<file path="config.mk">
export PLATFORM = sky130hd
export DESIGN_NAME = des_block_sequencer
export DESIGN_NICKNAME = d
export VERILOG_FILES = /design/src/rtl/des_block_sequencer.sv
export SDC_FILE = /design/constraint.sdc
export NUM_CORES = 1
export LEC_CHECK = 0
export BUFFER_PORTS_ARGS = -buffer_cell sky130_fd_sc_hd__buf_2
export CORE_AREA = 5 5 128 130
export CTS_BUF_LIST = sky130_fd_sc_hd__clkbuf_8
export CTS_CLUSTER_SIZE = 12
export DETAILED_ROUTE_END_ITERATION = 8
export DIE_AREA = 0 0 133 135
export GPL_ROUTABILITY_DRIVEN = 0
export GPL_TIMING_DRIVEN = 1
export PLACE_DENSITY = 0.71
export SETUP_SLACK_MARGIN = 0.02
export SLEW_MARGIN = 20
export SYNTH_ARGS = -nofsm -noshare
export SYNTH_HDL_FRONTEND = slang
export SYNTH_SLANG_ARGS = --single-unit
</file>
<file path="constraint.sdc">
create_clock -name clk -period 3.3 [get_ports clk]
set_clock_uncertainty 0.15 [all_clocks]
set_input_delay 0.825 -clock clk [delete_from_list [all_inputs] [get_ports clk]]
set_output_delay 0.825 -clock clk [all_outputs]
set_load 0.01 [all_outputs]
</file>
<file path="src/rtl/des_block_sequencer.sv">
// Byte-to-block sequencer around a DES engine: packs RX bytes into one block,
// starts the engine, guards it with a watchdog and unpacks the result to TX.
module des_block_sequencer #(
    parameter int BLOCK_BYTES = 8,
    parameter int DES_TIMEOUT = 64
) (
    input  logic                       clk,
    input  logic                       n_rst,
    input  logic                       rx_valid,
    input  logic [7:0]                 rx_data,
    output logic                       rx_pop,
    input  logic                       flush,
    input  logic                       encrypt,
    output logic                       des_start,
    output logic [BLOCK_BYTES*8-1:0]   des_block_in,
    output logic                       des_reverse,
    input  logic                       des_done,
    input  logic [BLOCK_BYTES*8-1:0]   des_block_out,
    input  logic                       tx_full,
    output logic                       tx_push,
    output logic [7:0]                 tx_data,
    output logic                       busy,
    output logic                       des_error,
    output logic [15:0]                block_count
);
    localparam int BW  = BLOCK_BYTES * 8;
    localparam int LW  = $clog2(BW);
    localparam int WDW = $clog2(DES_TIMEOUT);
    localparam logic [3:0]     LAST_IDX = 4'(BLOCK_BYTES - 1);
    localparam logic [3:0]     FULL_CNT = 4'(BLOCK_BYTES);
    localparam logic [WDW-1:0] WD_LIMIT = WDW'(DES_TIMEOUT - 1);

    typedef enum logic [2:0] {
        ST_IDLE  = 3'd0,
        ST_FILL  = 3'd1,
        ST_START = 3'd2,
        ST_WAIT  = 3'd3,
        ST_DRAIN = 3'd4
    } state_t;

    state_t          state_q;
    logic [3:0]      byte_cnt_q;
    logic [3:0]      out_cnt_q;
    logic [WDW-1:0]  wdog_q;
    logic [BW-1:0]   block_q;
    logic [BW-1:0]   out_q;
    logic            rev_q;
    logic            start_q;
    logic            err_q;
    logic [15:0]     blk_cnt_q;
    logic            fill_s;
    logic [LW-1:0]   lane_lo_s;

    assign fill_s    = (state_q == ST_IDLE) || (state_q == ST_FILL);
    assign rx_pop    = rx_valid && fill_s && (byte_cnt_q < FULL_CNT);
    // Lane for byte k sits at bits [BW-1-8k -: 8]; only meaningful in FILL.
    assign lane_lo_s = LW'((BLOCK_BYTES - 1 - int'(byte_cnt_q)) * 8);

    assign tx_push      = (state_q == ST_DRAIN) && !tx_full;
    assign tx_data      = out_q[BW-1 -: 8];
    assign des_start    = start_q;
    assign des_block_in = block_q;
    assign des_reverse  = rev_q;
    assign busy         = (state_q != ST_IDLE);
    assign des_error    = err_q;
    assign block_count  = blk_cnt_q;

    // Sequencer FSM with all datapath registers and pulse outputs.
    always_ff @(posedge clk) begin
        if (!n_rst) begin
            state_q    <= ST_IDLE;
            byte_cnt_q <= 4'd0;
            out_cnt_q  <= 4'd0;
            wdog_q     <= '0;
            block_q    <= '0;
            out_q      <= '0;
            rev_q      <= 1'b0;
            start_q    <= 1'b0;
            err_q      <= 1'b0;
            blk_cnt_q  <= 16'd0;
        end else begin
            start_q <= 1'b0;
            err_q   <= 1'b0;
            case (state_q)
                ST_IDLE: begin
                    if (rx_pop) begin
                        // Unfilled lanes start at zero, so a flush needs no extra padding step.
                        block_q    <= {rx_data, {(BW-8){1'b0}}};
                        byte_cnt_q <= 4'd1;
                        rev_q      <= !encrypt;
                        if (flush) begin
                            start_q <= 1'b1;
                            state_q <= ST_START;
                        end else begin
                            state_q <= ST_FILL;
                        end
                    end else begin
                        state_q <= ST_IDLE;
                    end
                end
                ST_FILL: begin
                    if (rx_pop) begin
                        block_q[lane_lo_s +: 8] <= rx_data;
                        byte_cnt_q              <= byte_cnt_q + 4'd1;
                        if ((byte_cnt_q == LAST_IDX) || flush) begin
                            start_q <= 1'b1;
                            state_q <= ST_START;
                        end else begin
                            state_q <= ST_FILL;
                        end
                    end else if (flush) begin
                        start_q <= 1'b1;
                        state_q <= ST_START;
                    end else begin
                        state_q <= ST_FILL;
                    end
                end
                ST_START: begin
                    wdog_q  <= '0;
                    state_q <= ST_WAIT;
                end
                ST_WAIT: begin
                    if (des_done) begin
                        out_q     <= des_block_out;
                        out_cnt_q <= 4'd0;
                        wdog_q    <= '0;
                        state_q   <= ST_DRAIN;
                    end else if (wdog_q == WD_LIMIT) begin
                        err_q      <= 1'b1;
                        block_q    <= '0;
                        out_q      <= '0;
                        rev_q      <= 1'b0;
                        byte_cnt_q <= 4'd0;
                        out_cnt_q  <= 4'd0;
                        wdog_q     <= '0;
                        state_q    <= ST_IDLE;
                    end else begin
                        wdog_q  <= wdog_q + 1'b1;
                        state_q <= ST_WAIT;
                    end
                end
                ST_DRAIN: begin
                    if (!tx_full) begin
                        out_q     <= {out_q[BW-9:0], 8'h00};
                        out_cnt_q <= out_cnt_q + 4'd1;
                        if (out_cnt_q == LAST_IDX) begin
                            byte_cnt_q <= 4'd0;
                            blk_cnt_q  <= blk_cnt_q + 16'd1;
                            state_q    <= ST_IDLE;
                        end else begin
                            state_q <= ST_DRAIN;
                        end
                    end else begin
                        state_q <= ST_DRAIN;
                    end
                end
                default: begin
                    state_q <= ST_IDLE;
                end
            endcase
        end
    end

endmodule

</file>
**Yosys cells after proc, flatten, opt, wreduce, memory -nomap -nowiden**

Index checks and enable logic that the tools add are counted.

- Flip-flop bits (word level): 164
- Bits of input ports: 79
- Word-level logic and storage cells: 97

- Add/sub/neg operators: 6
- Magnitude comparators: 1
- Equal/unequal tests: 14
- Shift-type cells: 2
- Multiplexer cells: 41
- Bitwise logic cells: 3
- Reductions and logical operators: 20

Operator list:

| operator | number |
|---|---|
| two-way mux 64 bit | 6 |
| case mux 64 bit (3 select lines) | 1 |
| case mux 64 bit (2 select lines) | 1 |
| bitwise mux 64 bit | 1 |
| variable shift 8 x 8 -> 64 bit, first input constant | 1 |
| indexed part select 8 x 8 -> 64 bit | 1 |
| two-way mux 4 bit | 8 |
| adder 16 x 1 -> 16 bit, second input constant | 1 |
| case mux 4 bit (4 select lines) | 1 |
| two-way mux 3 bit | 5 |
| case mux 3 bit (5 select lines) | 1 |
| two-way mux 6 bit | 2 |
| case mux 6 bit (2 select lines) | 1 |
| inequality test 2 bit, second input constant | 5 |
| adder 4 x 1 -> 4 bit, second input constant | 2 |
| == test 4 x 3 -> 1 bit, second input constant | 2 |
| two-way mux 1 bit | 8 |
| negation 6 -> 8 bit | 1 |
| case mux 4 bit (2 select lines) | 1 |
| AND reduction 7 bit | 1 |
| adder 6 x 1 -> 6 bit, second input constant | 1 |
| == test 3 x 2 -> 1 bit, second input constant | 2 |
| == test 6 bit, second input constant | 1 |
| two-way mux 2 bit | 3 |
| other kinds (19) | 30 |

**Logic depth before layout (Yosys ltp)**

- Depth after elaboration: 6
- Gate-level depth with buffers: 7

**Worst setup path after synthesis**

Ideal clock, no wire load.

- Path kind: in2out
- From: in rx_valid
- To: out rx_pop
- Data arrival time: 1528 ps
- Data required time: 2325 ps
- Slack: 797 ps
- Stages on the path: 2
- Buffers on the path: 0
- Cell sequence: or3b_2 > nor2_1

- Cells in the longest elaborated chain, start to end: 2

RTL lines:

| what | line | RTL |
|---|---|---|
| start, declared | 9 | `input logic rx_valid,` |
| logical AND 1 bit (2 in a row) | 55 | `assign rx_pop = rx_valid && fill_s && (byte_cnt_q < FULL_CNT);` |
| end, declared | 11 | `output logic rx_pop,` |

No other way between the ends.

**Worst setup path in the final report**

- From: reg state_q[1]
- To: out rx_pop

- Cells in the longest elaborated chain, start to end: 4

RTL lines:

| what | line | RTL |
|---|---|---|
| start, declared | 41 | `state_t state_q;` |
| start signal, assigned | 71 | `state_q <= ST_IDLE;` |
| start signal, assigned | 93 | `state_q <= ST_START;` |
| start signal, assigned | 95 | `state_q <= ST_FILL;` |
| == test 3 x 1 -> 1 bit / zero test 3 bit (equally long branches) | 54 | `assign fill_s = (state_q == ST_IDLE) \|\| (state_q == ST_FILL);` |
| logical OR 1 bit * | 54 |  |
| logical AND 1 bit * (2 in a row) | 55 |  |

Mark *: on every way between the ends. The rest lies on a longest branch, timed or not.

==> impl_metrics.csv <==
group,metric,value,unit
setup_path,timing.critical_path.to_type,"output pin",
cells_and_area,multi_input_area,3640,sq um
setup_path,crit_fanout,11,
setup_path,crit_path_start,"state_q[1]",
setup_path,crit_type,"flop to output pin",
sta,fmax,0.337,GHz
cells_and_area,final_core_util,0.579,
synthesis,synth-warning-count,0,
sta,timing_max_transition_violations_final,0,
run,maximum_capacitance_violations,0,
cts,clkSinkCount,164,
setup_path,setup.worst_path.start_class,"flop",
grt,grt_pass1_wl,31900,um
sta,min_period,2.97,ns
synthesis,syn_std_cell_area,7360,sq um
setup_path,worst_ep_required_time,2.32,ns
synthesis,postSynthAreaPerCell,8.44,sq um
cells_and_area,number_of_filler_instances_in_the_final_layout,1372,
grt,grt_max_degree,59,
floorplanning,core,15000,sq um
status,run_status,"completed",
sta,totalNegativeSetupSlack,0,ns
cells_and_area,nets_finish,1083,
setup_path,slowest_stage,"sky130_fd_sc_hd__or3b_2",
power,ir_drop,0.254,mV
synthesis,async_reset_ff_frac,0,
placed_design,dp_hpwl,13500,um
floorplanning,floorplan.initialDensity,0.490,
setup_path,timing.critical_path.arrival,1.99,ns
floorplanning,num_rows,45,
floorplanning,dieArea,18000,sq um
min_path,hold_path.class,"flop to flop",
grt,via_count_of_the_first_global_routing_pass,6387,
drt,detail_route.vias_per_cell,5.87,
cells_and_area,layout_commonest_cell,"sky130_fd_sc_hd__buf_2",
cts,clock_tree_from_tritoncts,"yes",
drt,drc,0,
cts,post_cts_hold_buffer_count,0,
setup_path,worstPathCellList,"buf_4 > or3b_2 > nor2_1 > buf_2",
synthesis,yosysUniqueCellTypes,67,
synthesis,synthCells,873,
sta,finalSetupViolCount,0,
placed_design,buffer_ports.inserted,172,
cts,postCtsResizedCells,0,
sta,unrepaired_setup_endpoints_after_global_routing,"false",
floorplanning,die_w,133,um
drt,wl_per_cell,16.5,um
cts,clk_latency,0.46,ns
cells_and_area,final_cell_mix,"171 x sky130_fd_sc_hd__buf_2, 164 x sky130_fd_sc_hd__dfxtp_1, 137 x sky130_fd_sc_hd__nand2_1",
cts,htreeDepth,4,
cells_and_area,drive_gt1_frac,0.239,
sta,report.final.hold_viol_count,0,
grt,grt_use_total,0.215,
synthesis,synth_register_bits,164,
drt,number_of_vias_in_the_routed_layout,7041,
drt,drt_iter0_drc,376,
cts,number_of_post_cts_setup_repair_buffers,0,
setup_path,critical-path-max-stage-delay,0.46,ns
sta,min_period_over_period,0.900,
synthesis,synthesis.nets,958,
cts,clk_root_buffer_cell,"sky130_fd_sc_hd__clkbuf_8",
cells_and_area,layout.area.seq,3280,sq um
grt,globalRoute.totalOverflow,0,
cells_and_area,antenna-diode-count,0,
power,cellPowerDensity,472,nW/um^2
sta,slew_headroom,0.521,
cells_and_area,area_delta_synth_final,18.3,%
synthesis,synthFlopType,"sky130_fd_sc_hd__dfxtp_1",
floorplanning,floorplan.io_pins,173,
power,leakage,3.31,nW
drt,overall_routed_net_length,19700,um
sta,actual_transition_at_the_worst_max_transition_pin,0.715,ns
setup_path,crit-reg2reg-launch,"state_q[2]",
floorplanning,die_h,135,um
cts,cts-root-to-sink-buffers,2,
cts,clk_pin_slew,0.09,ns
power,totalPowerFinal,0.00411,W
min_path,min-delay-start,"out_q[7]",
grt,number_of_antenna_violations_at_the_first_check_in_global_routing,0,
cts,cts_made_buffers,17,
synthesis,synth_sequential_area_ratio,0.446,
drt,drt_pass1_iterations,6,
synthesis,synth_enable_flop_cells,0,
drt,postRouteAntennaNets,0,
==> state kept, by name, summed over array words and instances, names as in the netlist <==
name and count:
state_q 3, des_reverse 1, out_cnt_q 4, des_block_in 64, block_count 16, out_q 64
des_start 1, wdog_q 6, des_error 1, byte_cnt_q 4
==> logic make-up (layout without fill, tap and decap cells) <==
| group | count (synthesis) | count (layout) | share of synthesized area |
|---|---|---|---|
| AOI/OAI and AO/OA | 206 | 206 | 0.212 |
| xor gates and xnor gates | 5 | 5 | 0.00595 |
| adders and majority gates | 6 | 6 | 0.0102 |
| buffers and inverters | 96 | 234 | 0.0615 |
| DFF | 164 | 164 | 0.446 |
| muxes | 3 | 3 | 0.00408 |
| and+or+nand+nor | 393 | 393 | 0.261 |
==> power breakdown <==
part	switching (W)	internal, W
Sequential	0.0000352	0.00202
Clock	0.000794	0.000846
Combinational	0.000261	0.000149
Total	0.00109	0.00302
==> metrics by stage <==
stage	cells	hold slack, ns	worst slack [ns]	instance area (sq um)
after detailed placement	1167	0.300	0.521	8260
after global routing	1199	0.335	0.226	8710
after floorplan	873	0.286	0.797	7360
final	1199	0.312	0.330	8710
after CTS	1199	0.315	0.331	8710
after global placement	1167	0.297	0.548	8260
==> layout make-up <==
cell class / count / area share
repair buffers: 193 / 0.123
flip-flops and latches: 164 / 0.377
well taps: 188 / 0.0270
clock inverters: 15 / 0.0244
multi-input cells: 613 / 0.418
clock buffers: 17 / 0.0269
inverters: 9 / 0.00388
==> worst max-delay path: cells and delay by family, from the launching register on <==
kind / cells / cell delay [ns]
simple gates: 2 / 0.69
buf+inv: 2 / 0.43
flops: 1 / 0.43
==> path summary, 6_finish.rpt <==
check / cells past startpoint / to / slack (ns)
worst min register to register: 2 / out_q[7] / 0.31
worst max register to register: 5 / block_count[13] / 0.70
worst min-delay path: 2 / out_q[7] / 0.31
worst max-delay path: 4 / rx_pop / 0.33
==> metal layers <==
metal  part of all wire  GRT usage
met2               0.46      0.337
met5                  0          0
met4              0.013     0.0647
met1               0.46      0.295
met3              0.066     0.0518
==> synthesized netlist by cell type, drive strengths merged (2+ instances only) <==
cell / number / area share
or3: 3 / 0.0025
nand3: 101 / 0.071
clkbuf: 47 / 0.024
nor4b: 2 / 0.0044
and4: 4 / 0.0048
dfxtp: 164 / 0.45
xnor2: 3 / 0.0036
nand2b: 6 / 0.0051
a21oi: 35 / 0.024
or4: 8 / 0.0082
inv: 8 / 0.0041
a311oi: 57 / 0.068
o22ai: 11 / 0.0093
o221ai: 24 / 0.029
a31oi: 3 / 0.0025
or3b: 4 / 0.0048
nor2: 73 / 0.038
o32ai: 16 / 0.019
buf: 40 / 0.033
nor3: 7 / 0.0054
a41oi: 4 / 0.0058
o21ai: 18 / 0.012
nor4: 2 / 0.0017
a22o: 8 / 0.0095
ha: 6 / 0.010
nand4: 15 / 0.013
nor3b: 4 / 0.0056
a211oi: 2 / 0.0020
nand2: 138 / 0.071
xor2: 2 / 0.0024
and4b: 3 / 0.0041
nand3b: 2 / 0.0020
o21a: 2 / 0.0020
o31ai: 16 / 0.016
and2: 9 / 0.0076
mux2i: 3 / 0.0041
and3: 4 / 0.0034
nor2b: 3 / 0.0025
(Power assumes the default switching activity.)
